<file path="src/rtl/alu_pipe_if.sv">
`default_nettype none
// ============================================================================
// Module      : alu_pipe_if
// Description : Operand-side and result-side valid/ready bundle for alu_pipe.
//               The producer drives the operand side and accepts results;
//               the pipeline drives in_ready and the result side.
// Revision    : 1.0 - initial release
// ============================================================================
interface alu_pipe_if #(
  parameter int WIDTH = 4
);
  logic             in_valid;
  logic             in_ready;
  logic [3:0]       op;
  logic [WIDTH-1:0] a;
  logic [WIDTH-1:0] b;
  logic [WIDTH-1:0] c;
  logic             out_valid;
  logic             out_ready;
  logic [WIDTH-1:0] result;
  logic             carry;
  logic             zero;

  // Producer/consumer side (testbench or upstream logic)
  modport master (
    output in_valid, op, a, b, c, out_ready,
    input  in_ready, out_valid, result, carry, zero
  );

  // Pipeline side
  modport slave (
    input  in_valid, op, a, b, c, out_ready,
    output in_ready, out_valid, result, carry, zero
  );
endinterface
`default_nettype wire

</file>
<file path="src/rtl/alu_pipe.sv">
`default_nettype none
// ============================================================================
// Module      : alu_pipe
// Description : Two-stage pipelined operator block with running accumulator,
//               carry/zero flags and valid/ready handshakes on both sides.
//               S1 captures the operands, S2 computes and registers the
//               result. No skid buffer: in_ready is combinational from
//               out_ready.
// Revision    : 1.0 - initial release
// ============================================================================
module alu_pipe #(
  parameter int WIDTH     = 4,
  parameter int ACC_RESET = 0
) (
  input  logic        clk,
  input  logic        rst,
  alu_pipe_if.slave   bus
);

  localparam logic [WIDTH-1:0] C_ACC_INIT = WIDTH'(ACC_RESET);
  localparam int               C_HALF     = WIDTH / 2;

  localparam logic [3:0] C_OP_ADD  = 4'd0;
  localparam logic [3:0] C_OP_SUB  = 4'd1;
  localparam logic [3:0] C_OP_SHL  = 4'd2;
  localparam logic [3:0] C_OP_SHR  = 4'd3;
  localparam logic [3:0] C_OP_SRA  = 4'd4;
  localparam logic [3:0] C_OP_LT   = 4'd5;
  localparam logic [3:0] C_OP_EQ   = 4'd6;
  localparam logic [3:0] C_OP_AND  = 4'd7;
  localparam logic [3:0] C_OP_OR   = 4'd8;
  localparam logic [3:0] C_OP_XOR  = 4'd9;
  localparam logic [3:0] C_OP_RED  = 4'd10;
  localparam logic [3:0] C_OP_LAND = 4'd11;
  localparam logic [3:0] C_OP_CAT  = 4'd12;
  localparam logic [3:0] C_OP_SEL  = 4'd13;
  localparam logic [3:0] C_OP_ACC  = 4'd14;
  localparam logic [3:0] C_OP_CLR  = 4'd15;

  // Stage 1 registers
  logic             r_s1_valid;
  logic [3:0]       r_s1_op;
  logic [WIDTH-1:0] r_s1_a;
  logic [WIDTH-1:0] r_s1_b;
  logic [WIDTH-1:0] r_s1_c;

  // Stage 2 / output registers and accumulator
  logic             r_out_valid;
  logic [WIDTH-1:0] r_result;
  logic             r_carry;
  logic             r_zero;
  logic [WIDTH-1:0] r_acc;

  // Combinational datapath
  logic             w_s2_free;
  logic             w_s1_free;
  logic [WIDTH:0]   w_sum;
  logic [WIDTH:0]   w_diff;
  logic [WIDTH:0]   w_acc_sum;
  logic [WIDTH-1:0] w_res;
  logic             w_cy;
  logic             w_acc_we;
  logic [WIDTH-1:0] w_acc_next;

  assign w_s2_free    = !r_out_valid || bus.out_ready;
  assign w_s1_free    = !r_s1_valid || w_s2_free;
  assign bus.in_ready = w_s1_free;

  assign bus.out_valid = r_out_valid;
  assign bus.result    = r_result;
  assign bus.carry     = r_carry;
  assign bus.zero      = r_zero;

  // Widened adders expose carry-out and borrow in the top bit
  assign w_sum     = {1'b0, r_s1_a} + {1'b0, r_s1_b};
  assign w_diff    = {1'b0, r_s1_a} - {1'b0, r_s1_b};
  assign w_acc_sum = {1'b0, r_acc}  + {1'b0, r_s1_a};

  // Opcode decode and result/carry/accumulator-next computation for S2
  always_comb begin
    w_res      = '0;
    w_cy       = 1'b0;
    w_acc_we   = 1'b0;
    w_acc_next = r_acc;
    case (r_s1_op)
      C_OP_ADD:  begin w_res = w_sum[WIDTH-1:0];  w_cy = w_sum[WIDTH];  end
      C_OP_SUB:  begin w_res = w_diff[WIDTH-1:0]; w_cy = w_diff[WIDTH]; end
      // Shift amount is the full b value; SV shifts already yield 0
      // (or sign fill for >>>) once the amount reaches WIDTH.
      C_OP_SHL:  w_res = r_s1_a << r_s1_b;
      C_OP_SHR:  w_res = r_s1_a >> r_s1_b;
      C_OP_SRA:  w_res = $unsigned($signed(r_s1_a) >>> r_s1_b);
      C_OP_LT:   w_res = {{(WIDTH-1){1'b0}}, (r_s1_a < r_s1_b)};
      C_OP_EQ:   w_res = {{(WIDTH-1){1'b0}}, (r_s1_a == r_s1_b)};
      C_OP_AND:  w_res = r_s1_a & r_s1_b;
      C_OP_OR:   w_res = r_s1_a | r_s1_b;
      C_OP_XOR:  w_res = r_s1_a ^ r_s1_b;
      C_OP_RED:  w_res = {{(WIDTH-3){1'b0}}, ^r_s1_a, |r_s1_a, &r_s1_a};
      C_OP_LAND: w_res = {{(WIDTH-1){1'b0}}, ((|r_s1_a) && (|r_s1_b))};
      C_OP_CAT:  w_res = {r_s1_a[C_HALF-1:0], r_s1_b[C_HALF-1:0]};
      C_OP_SEL:  w_res = r_s1_c[0] ? r_s1_a : r_s1_b;
      C_OP_ACC:  begin
        w_acc_we   = 1'b1;
        w_acc_next = w_acc_sum[WIDTH-1:0];
        w_res      = w_acc_sum[WIDTH-1:0];
        w_cy       = w_acc_sum[WIDTH];
      end
      C_OP_CLR:  begin
        w_acc_we   = 1'b1;
        w_acc_next = C_ACC_INIT;
        w_res      = C_ACC_INIT;
      end
      default:   w_res = '0;
    endcase
  end

  // S1: capture a new operand set whenever the stage can move
  always_ff @(posedge clk or posedge rst) begin
    if (rst) begin
      r_s1_valid <= 1'b0;
      r_s1_op    <= '0;
      r_s1_a     <= '0;
      r_s1_b     <= '0;
      r_s1_c     <= '0;
    end else if (w_s1_free) begin
      r_s1_valid <= bus.in_valid;
      if (bus.in_valid) begin
        r_s1_op <= bus.op;
        r_s1_a  <= bus.a;
        r_s1_b  <= bus.b;
        r_s1_c  <= bus.c;
      end
    end
  end

  // S2: register result/flags and commit the accumulator as S1 advances
  always_ff @(posedge clk or posedge rst) begin
    if (rst) begin
      r_out_valid <= 1'b0;
      r_result    <= '0;
      r_carry     <= 1'b0;
      r_zero      <= 1'b0;
      r_acc       <= C_ACC_INIT;
    end else if (w_s2_free) begin
      r_out_valid <= r_s1_valid;
      if (r_s1_valid) begin
        r_result <= w_res;
        r_carry  <= w_cy;
        r_zero   <= (w_res == '0);
        if (w_acc_we) begin
          r_acc <= w_acc_next;
        end
      end
    end
  end

endmodule
`default_nettype wire
</file>
<file path="src/flat_wrapper.sv">
// flat-port wrapper written by rule: the top's interface ports become plain ports
module alu_pipe_flat 
#(
  parameter int WIDTH     = 4,
  parameter int ACC_RESET = 0
)
  (clk, rst, bus_in_valid, bus_op, bus_a, bus_b, bus_c, bus_out_ready, bus_in_ready, bus_out_valid, bus_result, bus_carry, bus_zero);
  alu_pipe_if #(.WIDTH(WIDTH)) bus_i ();
  input  logic clk;
  input  logic rst;
  input wire logic [$bits(bus_i.in_valid)-1:0] bus_in_valid;
  input wire logic [$bits(bus_i.op)-1:0] bus_op;
  input wire logic [$bits(bus_i.a)-1:0] bus_a;
  input wire logic [$bits(bus_i.b)-1:0] bus_b;
  input wire logic [$bits(bus_i.c)-1:0] bus_c;
  input wire logic [$bits(bus_i.out_ready)-1:0] bus_out_ready;
  output wire logic [$bits(bus_i.in_ready)-1:0] bus_in_ready;
  output wire logic [$bits(bus_i.out_valid)-1:0] bus_out_valid;
  output wire logic [$bits(bus_i.result)-1:0] bus_result;
  output wire logic [$bits(bus_i.carry)-1:0] bus_carry;
  output wire logic [$bits(bus_i.zero)-1:0] bus_zero;
  assign bus_i.in_valid = bus_in_valid;
  assign bus_i.op = bus_op;
  assign bus_i.a = bus_a;
  assign bus_i.b = bus_b;
  assign bus_i.c = bus_c;
  assign bus_i.out_ready = bus_out_ready;
  assign bus_in_ready = bus_i.in_ready;
  assign bus_out_valid = bus_i.out_valid;
  assign bus_result = bus_i.result;
  assign bus_carry = bus_i.carry;
  assign bus_zero = bus_i.zero;
  alu_pipe #(.WIDTH(WIDTH), .ACC_RESET(ACC_RESET)) u_core (.clk(clk), .rst(rst), .bus(bus_i));
endmodule
</file>
<file path="config.mk">
export PLATFORM = sky130hd
export DESIGN_NAME = alu_pipe_flat
export DESIGN_NICKNAME = d
export VERILOG_FILES = /design/src/rtl/alu_pipe_if.sv /design/src/rtl/alu_pipe.sv /design/src/flat_wrapper.sv
export SDC_FILE = /design/constraint.sdc
export NUM_CORES = 1
export LEC_CHECK = 0
export CAP_MARGIN = 20
export CORE_ASPECT_RATIO = 1.5
export CORE_MARGIN = 1.5
export CORE_UTILIZATION = 45
export DETAILED_ROUTE_END_ITERATION = 6
export PLACE_DENSITY = 0.75
export SYNTH_ARGS = -nofsm -noshare
export SYNTH_HDL_FRONTEND = slang
export SYNTH_SLANG_ARGS = --single-unit
</file>
<file path="constraint.sdc">
create_clock -name clk -period 4.9 [get_ports clk]
set_input_delay 0.735 -clock clk [delete_from_list [all_inputs] [get_ports clk]]
set_output_delay 0.735 -clock clk [all_outputs]
set_load 0.1 [all_outputs]
</file>
Word-level counts from Yosys, hierarchy flattened:

Index checks and enable logic that the tools add are counted.

* bits in registers: 25
* logic and storage cells: 57
* input port bits: 20

* reductions and logical operators: 16
* magnitude comparators: 1
* shifts and indexed selects: 3
* add/subtract/negate cells: 3
* bitwise gates (word level): 3
* multiplexer cells: 5
* equal/unequal tests: 16

Operator list (number)
* $pmux W4 S16: 1
* $eq A4 B4 Y1 const B: 8
* $eq A4 B3 Y1 const B: 4
* $add A4 B4 Y5: 2
* $eq A4 B2 Y1 const B: 2
* $logic_not A4 Y1: 2
* $pmux W4 S2: 1
* $reduce_and A4 Y1: 2
* $reduce_or A4 Y1: 2
* $sub A4 B4 Y5: 1
* $and A4 B4 Y4: 1
* $eq A4 B1 Y1 const B: 1
* $eq A4 B4 Y1: 1
* $lt A4 B4 Y1: 1
* $mux W4: 1
* $or A4 B4 Y4: 1
* $reduce_and A2 Y1: 2
* $reduce_xor A4 Y1: 1
* $shl A4 B4 Y4: 1
* $shr A4 B4 Y4: 1
* $sshr A4 B4 Y4: 1
* $xor A4 B4 Y4: 1
* $pmux W1 S3: 1
* $logic_not A1 Y1: 2
* 5 further kinds: 6

Depth between registers and ports, before layout:

Gate-level depths: netlist of the first run.

* depth in word-level cells: 4
* depth in mapped cells: 9

Worst setup path after synthesis of the first run:

Ideal clock, no wire load.

* path type: register to register
* from: reg u_core.r_out_valid, in the netlist u_core.bus.out_valid
* to: reg u_core.r_s1_a[0]
* required time: 4.775 ns
* arrival time: 3.111 ns
* cell stages (with the launch flop): 5
* setup time: 0.125 ns
* slack: 1.664 ns
* period minus slack after synthesis: 3.236 ns
* buffers on the path: 1
* cells stage by stage: dfrtp_1 > nand3b_1 > nand2_1 > buf_1 > mux2_2

* word-level cells in the longest chain between the ends: 4

RTL lines
* start: declaration: RTL line alu_pipe.sv:48 `logic r_out_valid;`
* start signal: assignment: RTL line alu_pipe.sv:145 `r_out_valid <= r_s1_valid;`
* $logic_not A1 Y1: RTL line alu_pipe.sv:65 `assign w_s2_free = !r_out_valid || bus.out_ready;`
* $logic_or A1 B1 Y1: RTL line alu_pipe.sv:65
* $logic_or A1 B1 Y1: RTL line alu_pipe.sv:66 `assign w_s1_free = !r_s1_valid || w_s2_free;`
* named net bus_in_ready: RTL line flat_wrapper.sv:17 `output wire logic [$bits(bus_i.in_ready)-1:0] bus_in_ready;`
* $reduce_and A2 Y1 (no source line)
* end signal: assignment: RTL line alu_pipe.sv:129 `r_s1_a <= bus.a;`
* end: declaration: RTL line alu_pipe.sv:43 `logic [WIDTH-1:0] r_s1_a;`

The timed path passes the listed nets, and every way through them passes these cells.
A chain may end at the register's enable or synchronous reset.

Worst setup path in the final report of the first run:

* from: in bus_out_ready
* to: out bus_in_ready

* word-level cells in the longest chain between the ends: 2

RTL lines
* start: declaration: RTL line flat_wrapper.sv:16 `input wire logic [$bits(bus_i.out_ready)-1:0] bus_out_ready;`
* $logic_or A1 B1 Y1: RTL line alu_pipe.sv:65
* $logic_or A1 B1 Y1: RTL line alu_pipe.sv:66
* end: declaration: RTL line flat_wrapper.sv:17

Every way passes these cells.

==> results of run 1 <==
==> sequential cells by signal, summed over array words and instances (netlist names) <==
signal                count
u_core.bus.result         4
u_core.r_acc              4
u_core.r_s1_a             4
u_core.r_s1_b             4
u_core.r_s1_op            4
u_core.bus.carry          1
u_core.bus.out_valid      1
u_core.bus.zero           1
u_core.r_s1_c             1
u_core.r_s1_valid         1
==> critical path, delay by kind of cell <==
kind,cells,cell delay [ns]
buf+inv,2,1.61
simple gates,1,0.14
==> cell type report <==
class	count	area, sq um
tap	68	85.1
timing repair buffer	25	268
inverter	11	41.3
multi-input combinational	209	1590
clock inverter	1	5.00
sequential	25	626
clock buffer	3	41.3
fill	476	2420
==> report_power, final <==
part	leakage, nW	internal [mW]	switching [mW]	total [mW]
Combinational	0.812	0.232	0.351	0.584
Clock	0.0255	0.0569	0.0643	0.121
Sequential	0.302	0.255	0.103	0.358
==> routing by layer <==
layer / global-route usage / wire (microns) / up-vias
li1: - / - / 986
met1: 0.295 / 2520 / 1016
met2: 0.362 / 2970 / 63
met3: 0.0214 / 209 / 15
met4: 0.0887 / 170 / 0
met5: 0 / 0 / -
==> kinds of logic (layout without fill, tap and decap cells) <==
family,after synthesis,after routing
AO/OA/AOI/OAI,62,62
XOR/XNOR,6,6
adder cells (fa/ha/maj),23,23
buffers and inverters,27,40
flip-flops,25,25
multiplexers,20,20
AND/OR/NAND/NOR,98,98
==> worst paths after layout <==
| kind | start | end | depth (start not counted) | slack, ns |
|---|---|---|---|---|
| setup reg to reg | u_core.r_s1_b[1] | u_core.bus.zero | 8 | 2.07 |
| min in group asynchronous | rst | u_core.r_s1_c[0] | 3 | 0.84 |
| hold / removal | u_core.bus.result[1] | u_core.bus.result[1] | 2 | 0.49 |
| hold reg to reg | u_core.bus.result[1] | u_core.bus.result[1] | 2 | 0.49 |
| setup / recovery | bus_out_ready | bus_in_ready | 3 | 1.68 |
| max in group asynchronous | rst | u_core.r_s1_b[2] | 3 | 3.92 |
==> cells in the final DEF, fill, tap and decap left out, types with 3 or more instances in the layout <==
master | netlist | routed
a21o_1 | 6 | 6
a21oi_1 | 10 | 10
a311oi_1 | 3 | 3
and2_1 | 3 | 3
clkbuf_8 | 0 | 3
clkdlybuf4s50_1 | 0 | 24
dfrtp_1 | 25 | 25
fa_1 | 3 | 3
ha_1 | 20 | 20
inv_1 | 11 | 11
mux2_2 | 16 | 16
mux2i_1 | 3 | 3
nand2_1 | 22 | 22
nand2b_1 | 8 | 8
nand3_1 | 9 | 9
nand3b_1 | 7 | 7
nor2_1 | 17 | 17
nor2b_1 | 4 | 4
nor3_1 | 4 | 4
nor3b_1 | 3 | 3
o21ai_0 | 13 | 13
or3_1 | 4 | 4
xnor2_1 | 3 | 3
xor2_1 | 3 | 3
==> stage by stage <==
step | instance area (sq um) | instances | worst slack, ns | hold slack (ns) | power, mW
2_1_floorplan | 2350 | 261 | 1.66 | 0.456 | 0.797
3_3_place_gp | 2590 | 337 | 1.69 | 0.466 | 0.930
3_5_place_dp | 2590 | 337 | 1.69 | 0.476 | 0.936
4_1_cts | 2630 | 341 | 1.68 | 0.500 | 1.06
5_1_grt | 2660 | 342 | 1.59 | 0.509 | 1.13
6_report | 2660 | 342 | 1.68 | 0.491 | 1.06
==> impl_metrics.ini, run 1 <==
[die]
dieWidth_microns = 62.0
core_sq_um = 5080
ios = 28
start_util = 0.462
std_cell_rows = 32
die-area_sq_um = 5670
dieHeight_microns = 91.5

[clock_network]
cts_buffers = 3
cts_resized = 0
clk-insertion-delay-late_ns = 0.27
clockBufferDepth = 2
cts_tree = built
cts_setup_buffers = 0
cts.htree.levels = 1
clkTransAtPathRegs_ns = 0.08
clock-root-buffer = clkbuf_8
cts_hold_buf = 0
cts.sinks = 25

[timing]
fin_crit_sh = 0.658
hold_viol_final = 0
timing.setup.tns_ns = 0
setup-violations-final = 0
slew_headroom = 0.351
grt_setup_unrepaired = no
drv_slew = 0
fin_crit_ns = 3.22
fin_skew_ns = 0.00602
max_freq_mhz = 310
worstMarginPinSlew_ns = 0.971

[route]
drt_wl_total_mm = 5.87
drc_errors = 0
drtAntennaViolNets = 0
vias = 2080
wire_per_inst_microns = 17.1
drt_pass1_iterations = 4
vias_per_cell = 6.08
drt_iter0_drc = 90

[pwr]
p_leak_nw = 1.14
peakVddDrop_mv = 0.414
p_per_area_nw_per_um2 = 400

[finish]
layout.nets = 318
antenna-diode-count = 0
post-route-util = 0.523
area_growth_pct = 13.3
drive_above_1_share = 0.113

[synth]
synth_top_family_by_area = simple AND/OR/NAND/NOR gates
synthAdderAreaFrac = 0.132
yosys-mux-area-fraction = 0.0959
synth-compound-area-share = 0.192
synth-async-reset-ratio = 1.00
synthFlopType = dfrtp_1
synth_xor_area_frac = 0.0224
ys_types = 67
synth_commonest_cells = dfrtp_1, nand2_1, ha_1
synthesis.area_sq_um = 2350
avgSynthCellArea_sq_um = 9.00
synthSimpleGateAreaFrac = 0.237
synth_cells = 261
synthTopCellsByArea = dfrtp_1, ha_1, mux2_2, nand2_1, o21ai_0
synth_most_common_cell = dfrtp_1
synth_seq_cells = 25
yosys.area.top_type_share = 0.266
synth.largest_area_cell = dfrtp_1
synth_edf_count = 0
ys_seq_area_frac = 0.266
synth_warnings = 0
synth.net_count = 304

[place]
io_buffers = 24
dpl.hpwl_mm = 4.33
gp_congestion = 1.04

[grt]
grt-ovfl-total = 0
antenna_found_initial = 0
grt_pass1_vias = 2000
grt.total_usage = 0.224
grt_max_degree = 32
grt_pass1_wl_mm = 9.59

[min_path]
worst_hold_path_type = flop to flop

[worst_setup_path]
critPathRequiredTime_ns = 4.16
critPathKind = primary input to output port
path_common_cell = clkdlybuf4s50_1
critPathLaunchType = primary input
end_kind = output port
slowest_delay_ns = 1.15
worstPathArrival_ns = 2.49
cp_max_fo = 3
crit_slowest_cell = clkdlybuf4s50_1
cp_cell_sequence = clkdlybuf4s50_1, nand3b_1, clkdlybuf4s50_1

[run_status]
outcome = finished, final reports clean

[run]
maxCapViolCount = 0
Power figures use the tool's default switching activity.
==> run 2: changes to the inputs <==
clock period = 3.2 ns   (was 4.9 ns; I/O delays follow)
==> impl_metrics.ini, run 2 (same netlist as run 1, synthesis figures left out) <==
[run_status]
outcome = finished, final reports clean

[grt]
busiest_layer = met2
grt_pass1_wl_mm = 10.1
grt-ovfl-total = 0
grt_pass1_vias = 2151
grt_max_degree = 26
use_met2 = 0.392
antenna_found_initial = 0
grt_use_met1 = 0.289
grtUsageMet3 = 0.0228
grt.total_usage = 0.237

[clock_network]
clkTransAtPathRegs_ns = 0.09
cts_hold_buf = 0
cts_tree = built
clk-insertion-delay-late_ns = 0.27
cts_buffers = 3
clock-root-buffer = clkbuf_8
cts_setup_buffers = 0
clockBufferDepth = 2
cts_resized = 0
cts.htree.levels = 1
cts.sinks = 25

[timing]
fin_crit_sh = 0.845
setup-violations-final = 0
fin_skew_ns = 0.00359
fin_crit_ns = 2.70
max_freq_mhz = 370
grt_setup_unrepaired = no
hold_viol_final = 0
worstMarginPinSlew_ns = 0.969
slew_headroom = 0.352
setup_slack_ns = 0.497
drv_slew = 0
timing.setup.tns_ns = 0

[route]
wire_per_inst_microns = 17.4
drt_iter0_drc = 89
drtAntennaViolNets = 0
drc_errors = 0
vias = 2083
drt_wl_total_mm = 6.12
vias_per_cell = 5.92
drt_pass1_iterations = 4

[worst_setup_path]
end_kind = flop
worstPathArrival_ns = 2.92
r2r_slack_ns = 0.50
rr_worst_depth = 8
rr_startpoint = u_core.r_s1_b[2]
r2r_end = u_core.bus.zero
crit_slowest_cell = dfrtp_1
critPathKind = flop to flop
cp_max_fo = 9
cp_num_buf_inv = 1
critPathRequiredTime_ns = 3.41
critPathLaunchType = flop
cp_cell_sequence = inv_1, ha_1, xnor2_1, a21boi_0, nor4_1, o221ai_1, o22ai_1, a32o_1
slowest_delay_ns = 0.55
path_delay_family = compound AO/OA/AOI/OAI gates

[min_path]
whs_endpoint = u_core.bus.result[1]
worst_hold_path_type = flop to flop
whs_path_depth = 2
min-delay-start = u_core.bus.result[1]

[die]
ios = 28
start_util = 0.462
core_sq_um = 5080
dieHeight_microns = 91.5
std_cell_rows = 32
dieWidth_microns = 62.0
die-area_sq_um = 5670

[pwr]
seqPwrFrac = 0.294
p_per_area_nw_per_um2 = 615
p_switching_mw = 0.813
intPower_mw = 0.852
switching_share = 0.488
p_comb_frac = 0.590
clkPwrFrac = 0.116
p_leak_nw = 1.18
peakVddDrop_mv = 0.564

[place]
io_buffers = 24
dpl.hpwl_mm = 4.75
gp_congestion = 0.973
place_ws_ns = 0.657

[finish]
final_common_cell = dfrtp_1
post-route-util = 0.532
drive_above_1_share = 0.158
area_growth_pct = 15.3
layout_common_cells = dfrtp_1, nand2_1, ha_1, clkdlybuf4s50_1, nor2_1
antenna-diode-count = 0
layout.nets = 328

[run]
maxCapViolCount = 0
-- run 2: cell count changes in the layout (fill, tap and decap cells not counted) --
| cell | before | now |
|---|---|---|
| clkinv_2 | 1 | 0 |
| buf_4 | 0 | 15 |
| clkdlybuf4s50_1 | 24 | 20 |
| buf_16 | 1 | 0 |
| clkinvlp_4 | 0 | 1 |
-- run 2: layout make-up --
cell class,count,area (sq um)
fill,471,2380
multi-input combinational,209,1590
sequential,25,626
timing repair buffer,35,313
tap,68,85.1
clock buffer,3,41.3
inverter,11,41.3
clock inverter,1,7.51
-- run 2: power by group through the flow --
stage / Combinational (mW) / Clock [mW] / Sequential [mW]
after detailed placement: 0.974 / 0 / 0.492
final: 0.983 / 0.193 / 0.489
after CTS: 0.979 / 0.197 / 0.486
after floorplan: 0.543 / 0 / 0.677
after global routing: 1.06 / 0.209 / 0.500
after global placement: 0.957 / 0 / 0.491
-- run 2: metrics by stage --
step / hold slack, ns / total power [mW] / area, sq um / instances
final: 0.488 / 1.66 / 2710 / 352
after global routing: 0.517 / 1.77 / 2710 / 352
after CTS: 0.494 / 1.66 / 2710 / 352
after detailed placement: 0.473 / 1.47 / 2660 / 348
after global placement: 0.468 / 1.45 / 2660 / 348
after floorplan: 0.456 / 1.22 / 2350 / 261
-- run 2: worst max path at each step --
stage / startpoint / end / cells after the start / slack [ns]
finish: u_core.r_s1_b[2] / u_core.bus.zero / 8 / 0.50
global route: u_core.r_s1_b[2] / u_core.bus.zero / 8 / 0.39
CTS: u_core.r_s1_b[2] / u_core.bus.zero / 8 / 0.62
detailed placement: u_core.r_s1_b[2] / u_core.bus.zero / 8 / 0.66
global placement: u_core.r_s1_b[2] / u_core.bus.zero / 8 / 0.66
floorplan: u_core.bus.out_valid / u_core.r_s1_a[0] / 4 / 0.01
-- run 2: routing by layer --
metal | part of all wire | wire length [microns]
met1 | 0.39 | 2400
met3 | 0.051 | 315
met5 | 0 | 0
met4 | 0.040 | 243
met2 | 0.52 | 3160
-- run 2: tightest hold or removal path: stages, from the launching register on --
cell	delay (ns)
dfrtp_1	0.35
nand2_1	0.05
nand2_1	0.06
==> run 3: changes to the inputs <==
clock period = 2.8 ns   (was 3.2 ns; I/O delays follow)
==> impl_metrics.ini, run 3 (same netlist as run 1, synthesis figures left out) <==
[finish]
layout.nets = 332
layout_common_cells = dfrtp_1, buf_4, nand2_1, ha_1, nor2_1
fin_cells = 356
post-route-util = 0.541
area_growth_pct = 17.2
antenna-diode-count = 0
drive_above_1_share = 0.191
final_common_cell = dfrtp_1

[place]
io_buffers = 24
gp_congestion = 0.957
dpl.hpwl_mm = 4.87
placedCellCount = 351

[route]
wl_met1_mm = 2.34
wl_met2_mm = 3.14
dr.max_layer_used = met4
drc_errors = 0
vias_per_cell = 6.00
vias = 2135
drt_pass1_iterations = 5
dr_wl_met3_microns = 323
drt_wl_total_mm = 6.19
drtAntennaViolNets = 0
wire_per_inst_microns = 17.4
drt_iter0_drc = 70

[timing]
fin_skew_ns = 0.0105
fin_crit_sh = 0.920
setup-violations-final = 0
grt_setup_unrepaired = no
drv_slew = 0
hold_viol_final = 0
timing.setup.tns_ns = 0
fin_crit_ns = 2.58
max_freq_mhz = 388
slew_headroom = 0.598
worstMarginPinSlew_ns = 0.603
worst_hold_slack_ns = 0.330

[clock_network]
clkTransAtPathRegs_ns = 0.09
cts.sinks = 25
cts.htree.levels = 1
cts_hold_buf = 0
clockBufferDepth = 2
clk-insertion-delay-late_ns = 0.28
clock-root-buffer = clkbuf_8
cts_setup_buffers = 0
cts_buffers = 3
cts_resized = 0
cts_tree = built

[worst_setup_path]
critPathKind = flop to flop
cp_max_fo = 6
rr_startpoint = u_core.r_s1_a[0]
cp_cell_sequence = inv_1, ha_1, fa_1, xnor2_1, a21boi_0, nor4_1, o221ai_1, o22ai_1, a32o_1
r2r_end = u_core.bus.zero
end_kind = flop
r2r_slack_ns = 0.22
worstPathArrival_ns = 2.79
cp-endpoint = u_core.bus.zero
critPathRequiredTime_ns = 3.01
critPathLaunchType = flop
crit_slowest_cell = dfrtp_1
rr_worst_depth = 9
critPathLaunch = u_core.r_s1_a[0]
slowest_delay_ns = 0.46

[pwr]
intPower_mw = 0.979
p_comb_frac = 0.596
peakVddDrop_mv = 0.605
p_per_area_nw_per_um2 = 692
total_power_mw = 1.91
clkPwrFrac = 0.114
seqPwrFrac = 0.290
p_switching_mw = 0.926
switching_share = 0.486
p_leak_nw = 1.22

[grt]
grt_pass1_wl_mm = 10.3
antenna_found_initial = 0
grt-ovfl-total = 0
grt_max_degree = 26
grt_pass1_vias = 2180
grt.total_usage = 0.241

[die]
dieHeight_microns = 91.5
core_sq_um = 5080
std_cell_rows = 32
ios = 28
die-area_sq_um = 5670
start_util = 0.462
dieWidth_microns = 62.0

[run]
maxCapViolCount = 0

[run_status]
outcome = finished, final reports clean

[min_path]
worst_hold_path_type = primary input to asynchronous set/reset pin
-- run 3: cell types whose count changed in the layout (fill, tap and decap cells not counted), sizes merged --
| cell | before | now |
|---|---|---|
| buf | 15 | 23 |
| clkinvlp | 1 | 0 |
| clkdlybuf4s50 | 20 | 16 |
| clkinv | 0 | 1 |
-- run 3: final cells by class --
type                       instances  area [sq um]
tap                               68          85.1
fill                             475          2330
clock inverter                     1          5.00
inverter                          11          41.3
multi-input combinational        209          1600
timing repair buffer              39           353
clock buffer                       3          41.3
sequential                        25           629
-- run 3: critical path: cells and delay by family, from the launching register on --
family,cells,cell delay [ns]
AOI/OAI and AO/OA,4,0.79
xor gates and xnor gates,1,0.15
adders and majority gates,2,0.64
buffers and inverters,1,0.12
DFF,1,0.46
and+or+nand+nor,1,0.34
-- run 3: metal layers --
layer	global-route usage	up-vias
met5	0	-
met4	0.149	0
met3	0.0356	32
met2	0.385	90
met1	0.289	1007
li1	-	1006
-- run 3: stage by stage --
step                      worst slack [ns]  instance area, sq um
final                                0.223                  2750
after floorplan                      0.113                  2350
after detailed placement             0.283                  2680
after CTS                            0.261                  2720
after global placement               0.345                  2680
after global routing                0.0212                  2750
-- run 3: worst min-delay path by stage --
stage | to | from | cells past startpoint | slack [ns]
finish | u_core.r_s1_op[0] | rst | 2 | 0.33
global route | u_core.r_s1_op[3] | rst | 2 | 0.36
CTS | u_core.bus.result[1] | u_core.bus.result[1] | 2 | 0.50
detailed placement | u_core.bus.result[1] | u_core.bus.result[1] | 2 | 0.48
global placement | u_core.bus.result[0] | u_core.bus.result[0] | 2 | 0.46
floorplan | u_core.bus.carry | rst | 1 | 0.45
-- run 3: power by group through the flow --
stage	sequential [mW]	combinational [mW]	clock [mW]
after floorplan	0.775	0.621	0
after global placement	0.556	1.11	0
after detailed placement	0.557	1.12	0
after CTS	0.550	1.13	0.227
after global routing	0.568	1.23	0.235
final	0.552	1.14	0.217
